--- src/rtl/bp_core_lce_req_arb.sv ---
// Two-port LCE request arbiter: per-port input FIFO, outstanding-request credits,
// round-robin selection, and an output that holds steady until the consumer takes it.
module bp_core_lce_req_arb #(
    parameter int req_width_p       = 96,
    parameter int fifo_els_p        = 2,
    parameter int max_outstanding_p = 4,
    localparam int credit_width_lp  = $clog2(max_outstanding_p + 1)
) (
    input  logic                         clk_i,
    input  logic                         reset_n_i,
    input  logic [1:0][req_width_p-1:0]  lce_req_i,
    input  logic [1:0]                   lce_req_v_i,
    output logic [1:0]                   lce_req_ready_o,
    output logic [req_width_p-1:0]       lce_req_o,
    output logic                         lce_req_src_o,
    output logic                         lce_req_v_o,
    input  logic                         lce_req_yumi_i,
    input  logic [1:0]                   req_done_i,
    output logic [1:0]                   credits_full_o,
    output logic [1:0]                   credits_empty_o
);
    localparam int ptr_w_lp = $clog2(fifo_els_p);
    localparam int cnt_w_lp = $clog2(fifo_els_p + 1);
    localparam logic [ptr_w_lp-1:0]        last_ptr_lp = ptr_w_lp'(fifo_els_p - 1);
    localparam logic [cnt_w_lp-1:0]        full_cnt_lp = cnt_w_lp'(fifo_els_p);
    localparam logic [credit_width_lp-1:0] max_cred_lp = credit_width_lp'(max_outstanding_p);

    logic [1:0]                  elig;
    logic [1:0]                  enq;
    logic [1:0]                  deq;
    logic [1:0][req_width_p-1:0] head;
    logic                        sel;
    logic                        arb_v;
    logic                        lock_v_q;
    logic                        lock_sel_q;
    logic                        last_grant_q;

    genvar gi;
    generate
        for (gi = 0; gi < 2; gi++) begin : g_port
            logic [req_width_p-1:0]     mem_q [fifo_els_p];
            logic [ptr_w_lp-1:0]        rptr_q;
            logic [ptr_w_lp-1:0]        wptr_q;
            logic [cnt_w_lp-1:0]        cnt_q;
            logic [cnt_w_lp-1:0]        cnt_d;
            logic [credit_width_lp-1:0] credit_q;
            logic [credit_width_lp-1:0] credit_d;

            assign lce_req_ready_o[gi] = reset_n_i & (cnt_q != full_cnt_lp);
            assign enq[gi]  = lce_req_v_i[gi] & lce_req_ready_o[gi];
            assign deq[gi]  = lce_req_yumi_i & arb_v & (sel == 1'(gi));
            assign elig[gi] = (cnt_q != '0) & (credit_q < max_cred_lp);
            assign head[gi] = mem_q[rptr_q];

            assign credits_full_o[gi]  = reset_n_i & (credit_q == max_cred_lp);
            assign credits_empty_o[gi] = ~reset_n_i | (credit_q == '0);

            always_comb begin
                cnt_d = cnt_q + cnt_w_lp'(enq[gi]) - cnt_w_lp'(deq[gi]);
            end

            // A grant and a retire in the same cycle cancel; a lone retire at zero is dropped.
            always_comb begin
                credit_d = credit_q;
                if (deq[gi] && !req_done_i[gi]) begin
                    credit_d = credit_q + credit_width_lp'(1);
                end else if (!deq[gi] && req_done_i[gi] && (credit_q != '0)) begin
                    credit_d = credit_q - credit_width_lp'(1);
                end
            end

            always_ff @(posedge clk_i) begin
                if (!reset_n_i) begin
                    rptr_q   <= '0;
                    wptr_q   <= '0;
                    cnt_q    <= '0;
                    credit_q <= '0;
                end else begin
                    cnt_q    <= cnt_d;
                    credit_q <= credit_d;
                    if (enq[gi]) begin
                        wptr_q <= (wptr_q == last_ptr_lp) ? '0 : wptr_q + ptr_w_lp'(1);
                    end
                    if (deq[gi]) begin
                        rptr_q <= (rptr_q == last_ptr_lp) ? '0 : rptr_q + ptr_w_lp'(1);
                    end
                end
            end

            // Storage carries no reset; occupancy alone decides which entries are live.
            always_ff @(posedge clk_i) begin
                if (enq[gi]) begin
                    mem_q[wptr_q] <= lce_req_i[gi];
                end
            end
        end
    endgenerate

    always_comb begin
        if (lock_v_q) begin
            sel = lock_sel_q;
        end else if (&elig) begin
            sel = ~last_grant_q;
        end else begin
            sel = elig[1];
        end
    end

    assign arb_v         = reset_n_i & (lock_v_q | (|elig));
    assign lce_req_v_o   = arb_v;
    assign lce_req_src_o = arb_v & sel;
    assign lce_req_o     = arb_v ? head[sel] : '0;

    // An offered but unaccepted request pins the selection until it is taken.
    always_ff @(posedge clk_i) begin
        if (!reset_n_i) begin
            lock_v_q     <= 1'b0;
            lock_sel_q   <= 1'b0;
            last_grant_q <= 1'b1;
        end else if (arb_v) begin
            if (lce_req_yumi_i) begin
                lock_v_q     <= 1'b0;
                last_grant_q <= sel;
            end else begin
                lock_v_q   <= 1'b1;
                lock_sel_q <= sel;
            end
        end
    end
endmodule
--- config.mk ---
export PLATFORM = sky130hd
export DESIGN_NAME = bp_core_lce_req_arb
export DESIGN_NICKNAME = d
export VERILOG_FILES = /design/src/rtl/bp_core_lce_req_arb.sv
export SDC_FILE = /design/constraint.sdc
export NUM_CORES = 1
export LEC_CHECK = 0
export BUFFER_PORTS_ARGS = -buffer_cell sky130_fd_sc_hd__buf_2
export CORE_UTILIZATION = 50
export CTS_CLUSTER_DIAMETER = 30
export DETAILED_ROUTE_END_ITERATION = 6
export HOLD_SLACK_MARGIN = 0.15
export PLACE_DENSITY_LB_ADDON = 0.25
export SYNTH_ARGS = -nofsm -noshare
export SYNTH_HDL_FRONTEND = slang
export SYNTH_SLANG_ARGS = --single-unit
--- constraint.sdc ---
create_clock -name clk_i -period 8.5 [get_ports clk_i]
set_clock_uncertainty 0.15 [all_clocks]
set_input_delay 2.55 -clock clk_i [delete_from_list [all_inputs] [get_ports clk_i]]
set_output_delay 2.55 -clock clk_i [all_outputs]
set_load 0.05 [all_outputs]
Word-level counts from Yosys, hierarchy flattened
Memories as Yosys holds them, arrays and structs flattened. A register that Yosys moved wholly into a read port is not among the register bits.
Index checks and enable logic that the tools add are counted.
{"block": "totals", "ram_bits": 384, "latch_bits": 0, "inputBits": 199, "rom_bits": 0, "n_memories": 2, "out_inout_bits": 104, "elab_cells": 96, "reg_bits": 17}
{"block": "op_classes", "multipliers": 0, "add_sub_neg": 12, "n_reduce_logical": 22, "div_mod_pow": 0, "n_eq_ne": 4, "n_shift": 0, "n_lt_le_gt_ge": 3, "muxes": 22, "bitwise_logic": 20}
{"memory": "g_port[0].mem_q", "depth": 2, "width": 96, "rd": 1, "rd_clocked_by_memory_dff": 1, "wr": 1, "line_no": "41", "text": "logic [req_width_p-1:0] mem_q [fifo_els_p];"}
{"memory": "g_port[1].mem_q", "depth": 2, "width": 96, "rd": 1, "rd_clocked_by_memory_dff": 1, "wr": 1, "line_no": "41"}
{"operator": "$mux W96", "count": 3}
{"operator": "$mux W1", "count": 15}
{"operator": "$and A1 B1 Y1", "count": 13}
{"operator": "$mux W3", "count": 4}
{"operator": "$reduce_bool A2 Y1", "count": 4}
{"operator": "$add A3 B1 Y3 const B", "count": 2}
{"operator": "$eq A3 B3 Y1 const B", "count": 2}
{"operator": "$logic_and A1 B1 Y1", "count": 6}
{"operator": "$logic_not A3 Y1", "count": 2}
{"operator": "$lt A3 B3 Y1 const B", "count": 2}
{"operator": "$reduce_and A2 Y1", "count": 3}
{"operator": "$reduce_bool A3 Y1", "count": 2}
{"operator": "$sub A3 B1 Y3 const B", "count": 2}
{"operator": "$add A1 B1 Y1 const B", "count": 4}
{"operator": "$add A2 B1 Y2", "count": 2}
{"operator": "$logic_not A1 Y1", "count": 4}
{"operator": "$ne A2 B2 Y1 const B", "count": 2}
{"operator": "$not A1 Y1", "count": 4}
{"operator": "$sub A2 B1 Y2", "count": 2}
{"operator": "$or A1 B1 Y1", "count": 3}
{"operator": "$lt A1 B2 Y1 const B", "count": 1}
{"operator": "$reduce_or A2 Y1", "count": 1}

Depth between registers and ports, before layout
Gate-level depths: netlist of the first run.
{"block": "logic_depth", "word_depth": 12, "mapped_depth": 10, "ltp_nobuf": 10}

Least setup slack after synthesis of the first run
Ideal clock, no wire load.
{"block": "synth_timing", "path_kind": "input-to-reg", "startpoint": "in reset_n_i", "endpoint": "mem g_port[1].mem_q[0][0] (enable)", "cell_stages": 5, "required_ns": 7.798, "setup_slack_ns": -0.277, "arrival_ns": 8.075, "path_buffers": 1, "setup_ns": 0.552, "cell_sequence": "clkbuf_1 -> inv_1 -> a21oi_1 -> nand2_1 -> nor2_1"}
{"block": "synth_via", "elab_chain_cells": 4}
{"element": "from (decl)", "line_no": "10", "text": "input logic reset_n_i,"}
{"element": "$and A1 B1 Y1", "line_no": "49", "text": "assign lce_req_ready_o[gi] = reset_n_i & (cnt_q != full_cnt_lp);"}
{"element": "named net lce_req_ready_o[1]", "line_no": "13", "text": "output logic [1:0] lce_req_ready_o,"}
{"element": "$and A1 B1 Y1", "line_no": "50", "text": "assign enq[gi] = lce_req_v_i[gi] & lce_req_ready_o[gi];"}
{"element": "$mux W1", "line_no": "92", "text": "if (enq[gi]) begin"}
{"element": "$mux W1 (not written as such)", "line_no": "93", "text": "mem_q[wptr_q] <= lce_req_i[gi];"}
{"element": "to (decl)", "line_no": "41"}
The timed path passes the listed nets, and every way through them passes these cells.

Worst setup path after layout of the first run
{"block": "layout_timing", "startpoint": "in reset_n_i", "endpoint": "out lce_req_o[87]"}
{"block": "layout_via", "elab_chain_cells": 2}
{"element": "$and A1 B1 Y1", "line_no": "109", "text": "assign arb_v = reset_n_i & (lock_v_q | (|elig));"}
{"element": "$mux W96", "line_no": "112", "text": "assign lce_req_o = arb_v ? head[sel] : '0;"}
{"element": "to (decl)", "line_no": "14", "text": "output logic [req_width_p-1:0] lce_req_o,"}
No other way between the ends.

==> results by group, run 1 <==
Run status
  – Status: completed

Logic synthesis
  – Avg Synthesized Cell Area: between 15 and 20 um^2
  – Synth area leader: edfxtp_1
  – Sequential element share of the synthesized area: 0.750
  – Mapped cell area: between 0.015 and 0.02 mm^2
  – Synth Flop Type: edfxtp_1
  – Number of flops mapped to enable cells by yosys: between 300 and 400
  – Synth top area cells: edfxtp_1, a211oi_1, mux2i_1
  – Yosys reg bits: approximately 400
  – Syn Nets: roughly 1200
  – Yosys cell types: 46
  – Asr flop ratio synth: 0
  – Mapped Cells: 957
  – Synth top area share: 0.726
  – Yosys warnings: 0

GRT
  – All-Layer GR Usage: 0.216
  – Vias in the first global route: 9993
  – Pin count of the biggest net entering global routing: around 120
  – Initial antenna violation count: 22
  – Grt total ovfl: 0
  – First-pass GRT wire length: 54000 um

Clock network
  – Clock tree from TritonCTS: built
  – Root buffer cell: clkbuf_16
  – Clock sinks: between 400 and 500
  – CTS Hold Buffers Added: 0
  – Setup Fix Bufs, Post-CTS: 0
  – Level count of the clock H-tree: 3
  – Post-CTS Resized: 0
  – Maximum clock path buffer count: 3
  – Worst-skew pair later-pin latency: approximately 560 ps
  – Total CTS buffers: 77
  – Clk pin slew, worst setup/hold paths: roughly 50 ps

Run
  – Max Cap Viol: 0

Power
  – Pwr dens: 360 mW/mm^2
  – Worst vdd ir: between 0.2 and 0.3 mV
  – Leak: roughly 7.3 nW

Timing
  – Setup violations, final: 0
  – Worst slew margin: 0.348
  – RSZ-0062 raised after global routing: false
  – Max Slew Vio Count: 0
  – Final worst-path cycle share: 0.806
  – Peak Freq: 146 MHz
  – Tmin final: around 7000 ps
  – Final hold violation count: 0
  – Setup TNS: 0 ps
  – Worst Max-Slew Pin Slew: about 980 ps

Drt
  – Via count: roughly 9700
  – Remaining DRCs: 0
  – Met2 wire length: around 17000 um
  – Metal3 WL: 2880 um
  – Routed length on met1: about 14000 um
  – Router iterations before antenna repair: 6
  – Highest routed layer: met5
  – Via/cell ratio: roughly 5.5
  – Total Wirelength: about 35000 um
  – 1st-iter DRT viols: 536
  – Antenna Nets Post-Route: 0
  – Wire per inst: between 20 and 25 um

Critical path
  – Worst-path fanout max: between 90 and 100
  – Setup crit start: reset_n_i
  – Critical Path AT: around 4200 ps
  – R2R depth: 6
  – Crit Path Category: input port to output port
  – Critical Path End Type: output port
  – Worst r2r src: g_port[0].cnt_q[0]
  – Flop2flop setup slack: roughly 5500 ps
  – Startpoint type of the worst setup path: input port
  – CP required: 5800 ps

Place
  – HPWL after DPL: just over 20000 um
  – Port bufs: just over 300
  – Routability cong.: just over 0.8
  – Inst Count DP: between 1500 and 2000

Die
  – Number of I/O pins: slightly above 300
  – Chip width: roughly 180 um
  – # rows: 64
  – Die height: 180 um
  – Core Footprint: just over 0.03 mm^2
  – Die area: 0.0325 mm^2
  – Initial Util: 0.514

Cells and area
  – Final Net Count: 1491
  – Area delta synth->final: 28.5%
  – Final Util: 0.660
  – Finished Layout Cells: approximately 1800
  – Share of layout cells above drive strength 1: 0.339

Hold path
  – HP Start: g_port[0].rptr_q
  – Hold path depth: 2
  – Hold Crit Class: register to register
## final timing paths
check                                               to
worst min register to register                register
worst max-delay path                     lce_req_o[87]
worst min-delay path                          register
worst max register to register  g_port[0].mem_q[0][88]
## registers in the layout, summed over array words and instances (netlist names), named ones only
register,flops
g_port.rptr_q,2
lock_v_q,1
g_port.wptr_q,2
lock_sel_q,1
last_grant_q,1
g_port.credit_q,6
g_port.cnt_q,4
g_port.mem_q,384
## final cells by class
cell class	instances	area (um^2)
tap	396	495
timing repair buffer	317	1650
antenna	13	32.5
inverter	14	52.6
fill	2167	10500
clock buffer	86	1960
clock inverter	51	612
multi-input combinational	473	3690
sequential	403	11900
## cell usage in the layout (no fill, tap or decap), types with 3 or more instances in the layout
cell        instances
nand2b_1            3
clkinv_4            7
buf_2             302
clkinv_1            9
bufinv_16           8
buf_4              13
nor2b_1            96
clkinv_16           3
clkbuf_1            9
clkinv_2           13
and2_1              3
xnor2_1             6
nor2_1             14
nor2_4              5
nor3_1              3
a211oi_1          194
edfxtp_1          384
inv_6               4
mux2i_1            98
clkinvlp_4          4
diode_2            13
dfxtp_1            17
clkbuf_16          77
inv_1              13
nand2_1             9
ha_1                4
## power breakdown
| part | leakage (nW) | total [mW] | switching (mW) | internal [mW] |
|---|---|---|---|---|
| clock network | 1.25 | 2.93 | 1.00 | 1.92 |
| registers | 3.68 | 2.45 | 0.101 | 2.35 |
| logic | 2.41 | 1.97 | 1.47 | 0.501 |
## stage by stage
stage | power (mW) | instance area [um^2] | hold WS (ps) | worst slack (ps)
after floorplan | 3.95 | 15900 | 331 | -277
after global placement | 4.44 | 17800 | 343 | 1670
after detailed placement | 4.46 | 17800 | 355 | 1640
after CTS | 7.40 | 20400 | 370 | 1640
after global routing | 7.62 | 20400 | 406 | 1570
final | 7.34 | 20400 | 366 | 1650
## cells in the mapped netlist, types with 2 or more instances
cell type	instances
nor2b_1	96
fa_1	2
and3_2	2
nand4_1	2
clkbuf_1	45
buf_2	21
ha_1	4
and2_1	3
mux2i_1	98
a21oi_1	2
or3_1	2
inv_1	13
a211oi_1	194
nand2_1	9
xnor2_1	6
nor3_1	3
a31oi_1	2
o211ai_1	2
o21ai_0	2
nor2_1	19
nand2b_1	3
edfxtp_1	384
xor2_1	2
dfxtp_1	19
## per-layer routing
metal,global-route usage,up-vias
met2,0.359,349
met1,0.262,4731
li1,-,4512
met3,0.0689,97
met5,0,-
met4,0.0885,16
## kinds of logic after synthesis
| logic type | share of synthesized area |
|---|---|
| AO/OA/AOI/OAI | 0.105 |
| multiplexers | 0.0617 |
| flip-flops | 0.750 |
| XOR/XNOR | 0.00441 |
| adder cells (fa/ha/maj) | 0.00567 |
| AND/OR/NAND/NOR | 0.0528 |
| buffers and inverters | 0.0208 |
## critical path, cell delays in order
cell      delay, ps
buf_2           330
o31ai_4         150
buf_12          270
a211oi_1        450
buf_2           360
(Power assumes the default switching activity.)
==> inputs of run 2 (changes only) <==
Clock period 8.5 ns to 7 ns, I/O delays scaled along.
==> run 2 against run 1 <==
  * Clock-buffer cell count rose by 9
  * Core utilization increased by 0.51 points
  * Flip-flop and latch count did not move
  * Global-route usage grew 0.41 points
  * Worst hold slack worse by 12 ps
  * Combinational power rose by 22%
  * Cell area is 0.78% higher
  * Sequential power grew 21%
  * Register-to-register slack lost 1300 ps
==> results by group, run 2 (same netlist as run 1, synthesis figures left out) <==
Run status
  – Status: completed

Clock network
  – Clock tree from TritonCTS: built
  – Clk pin slew, worst setup/hold paths: ~40 ps
  – Level count of the clock H-tree: 3
  – Worst-skew pair later-pin latency: 570 ps
  – Root buffer cell: clkbuf_16
  – Total CTS buffers: a little under 80
  – Clock sinks: just over 400
  – CTS Hold Buffers Added: 0
  – Maximum clock path buffer count: 3
  – Post-CTS Resized: 0
  – Setup Fix Bufs, Post-CTS: 0

Place
  – Setup WS pre-CTS: 1160 ps
  – Routability cong.: ~0.77
  – Inst Count DP: ~1600
  – HPWL after DPL: approximately 22000 um
  – Port bufs: roughly 300

Hold path
  – HP Start: lock_sel_q
  – Hold Crit Class: register to register

Power
  – Sw power: 3.13 mW
  – Share of power burned in combinational logic: 0.265
  – Clock share of power: 0.407
  – Int Pwr: 5.93 mW
  – Sw frac: 0.345
  – Worst vdd ir: 0.269 mV
  – Flop pwr share: 0.328
  – Leak: roughly 7.4 nW
  – Pwr dens: 440 mW/mm^2

Timing
  – Worst slew margin: 0.188
  – Final hold violation count: 0
  – Max Slew Vio Count: 0
  – RSZ-0062 raised after global routing: false
  – Peak Freq: about 170 MHz
  – Tmin final: between 5000 and 6000 ps
  – Final worst-path cycle share: 0.835
  – WHS: ~350 ps
  – Setup TNS: 0 ps
  – Post-route setup slack: around 1200 ps
  – Worst Max-Slew Pin Slew: about 1200 ps
  – Setup violations, final: 0

GRT
  – Vias in the first global route: approximately 10000
  – All-Layer GR Usage: 0.220
  – Grt total ovfl: 0
  – Pin count of the biggest net entering global routing: 98
  – Initial antenna violation count: 18
  – First-pass GRT wire length: 54400 um

Cells and area
  – Number of flip-flops in the largest register: ~380
  – Commonest non-fill, non-tap cells in the layout: edfxtp_1, buf_2, a211oi_1, mux2i_1, nor2b_1
  – Area delta synth->final: 29.5%
  – Top flop regs: g_port.mem_q: 384 flops, g_port.credit_q: 6 flops, g_port.cnt_q: 4 flops
  – Commonest non-fill, non-tap cell in the layout: edfxtp_1
  – Share of layout cells above drive strength 1: 0.343
  – Final Net Count: 1495
  – Finished Layout Cells: roughly 1800
  – Top reg by flops: g_port.mem_q

Critical path
  – Setup crit start: reset_n_i
  – Startpoint type of the worst setup path: input port
  – Critical Path End Type: output port
  – Worst-path fanout max: 49
  – Worst r2r src: g_port[0].credit_q[2]
  – Crit Path Category: input port to output port
  – Critical Path AT: around 3600 ps
  – CP required: about 4800 ps

Drt
  – Router iterations before antenna repair: 5
  – Total Wirelength: roughly 36000 um
  – Remaining DRCs: 0
  – Antenna Nets Post-Route: 0
  – 1st-iter DRT viols: roughly 660
  – Via count: ~9700
  – Wire per inst: just over 20 um
  – Via/cell ratio: ~5.5

Die
  – Number of I/O pins: between 300 and 400
  – Core Footprint: between 0.03 and 0.04 mm^2
  – Die area: 0.0325 mm^2
  – Chip width: between 150 and 200 um
  – Die height: roughly 180 um
  – Initial Util: 0.514
  – # rows: 64

Run
  – Max Cap Viol: 0
-- run 2: cell count changes in the layout (fill, tap and decap cells not counted), moves of 2 or more --
cell        change
buf_12          +2
inv_16          -2
clkinv_4        -5
clkbuf_8        +2
clkinv_2        +2
clkinv_1        -3
clkinvlp_4      +6
clkbuf_16       +3
clkbuf_1        +4
-- run 2: layer usage --
metal | GRT usage | wire (um)
met3 | 0.0614 | 2350
met1 | 0.276 | 14900
met4 | 0.0998 | 997
met5 | 0 | 82
met2 | 0.358 | 17300
-- run 2: final cells by class --
type                            instances  area (um^2)
Timing Repair Buffer                  319         1690
Multi-Input combinational cell        473         3690
Inverter                               14         52.6
Fill cell                            2184        10300
Clock buffer                           95         2080
Sequential cell                       403        11900
Antenna cell                           12         30.0
Tap cell                              396          495
Clock inverter                         50          616
-- run 2: worst paths after layout --
check                     endpoint  slack [ps]  cells past startpoint
max                  lce_req_o[92]        1150                      5
min                     lock_sel_q         350                      2
max reg2reg  g_port[1].credit_q[2]        4150                      8
min reg2reg             lock_sel_q         350                      2
-- run 2: power by group through the flow --
stage               Sequential (mW)  Combinational [mW]  Clock, mW
finish                         2.97                2.40       3.69
global route                   2.99                2.54       3.86
CTS                            2.97                2.42       3.74
detailed placement             3.02                2.40          0
global placement               3.01                2.38          0
floorplan                      2.96                1.85          0
-- run 2: worst max-delay path, cell delays in order --
cell      delay (ps)
buf_2            130
o31ai_4          280
buf_4            680
a211oi_1         130
buf_2            250
-- run 2: through the flow --
stage / utilization / instance area, um^2 / total power, mW
6_report: 0.666 / 20600 / 9.06
2_1_floorplan: - / 15900 / 4.80
4_1_cts: 0.665 / 20500 / 9.13
3_5_place_dp: 0.577 / 17800 / 5.42
5_1_grt: 0.665 / 20600 / 9.39
3_3_place_gp: 0.577 / 17800 / 5.38
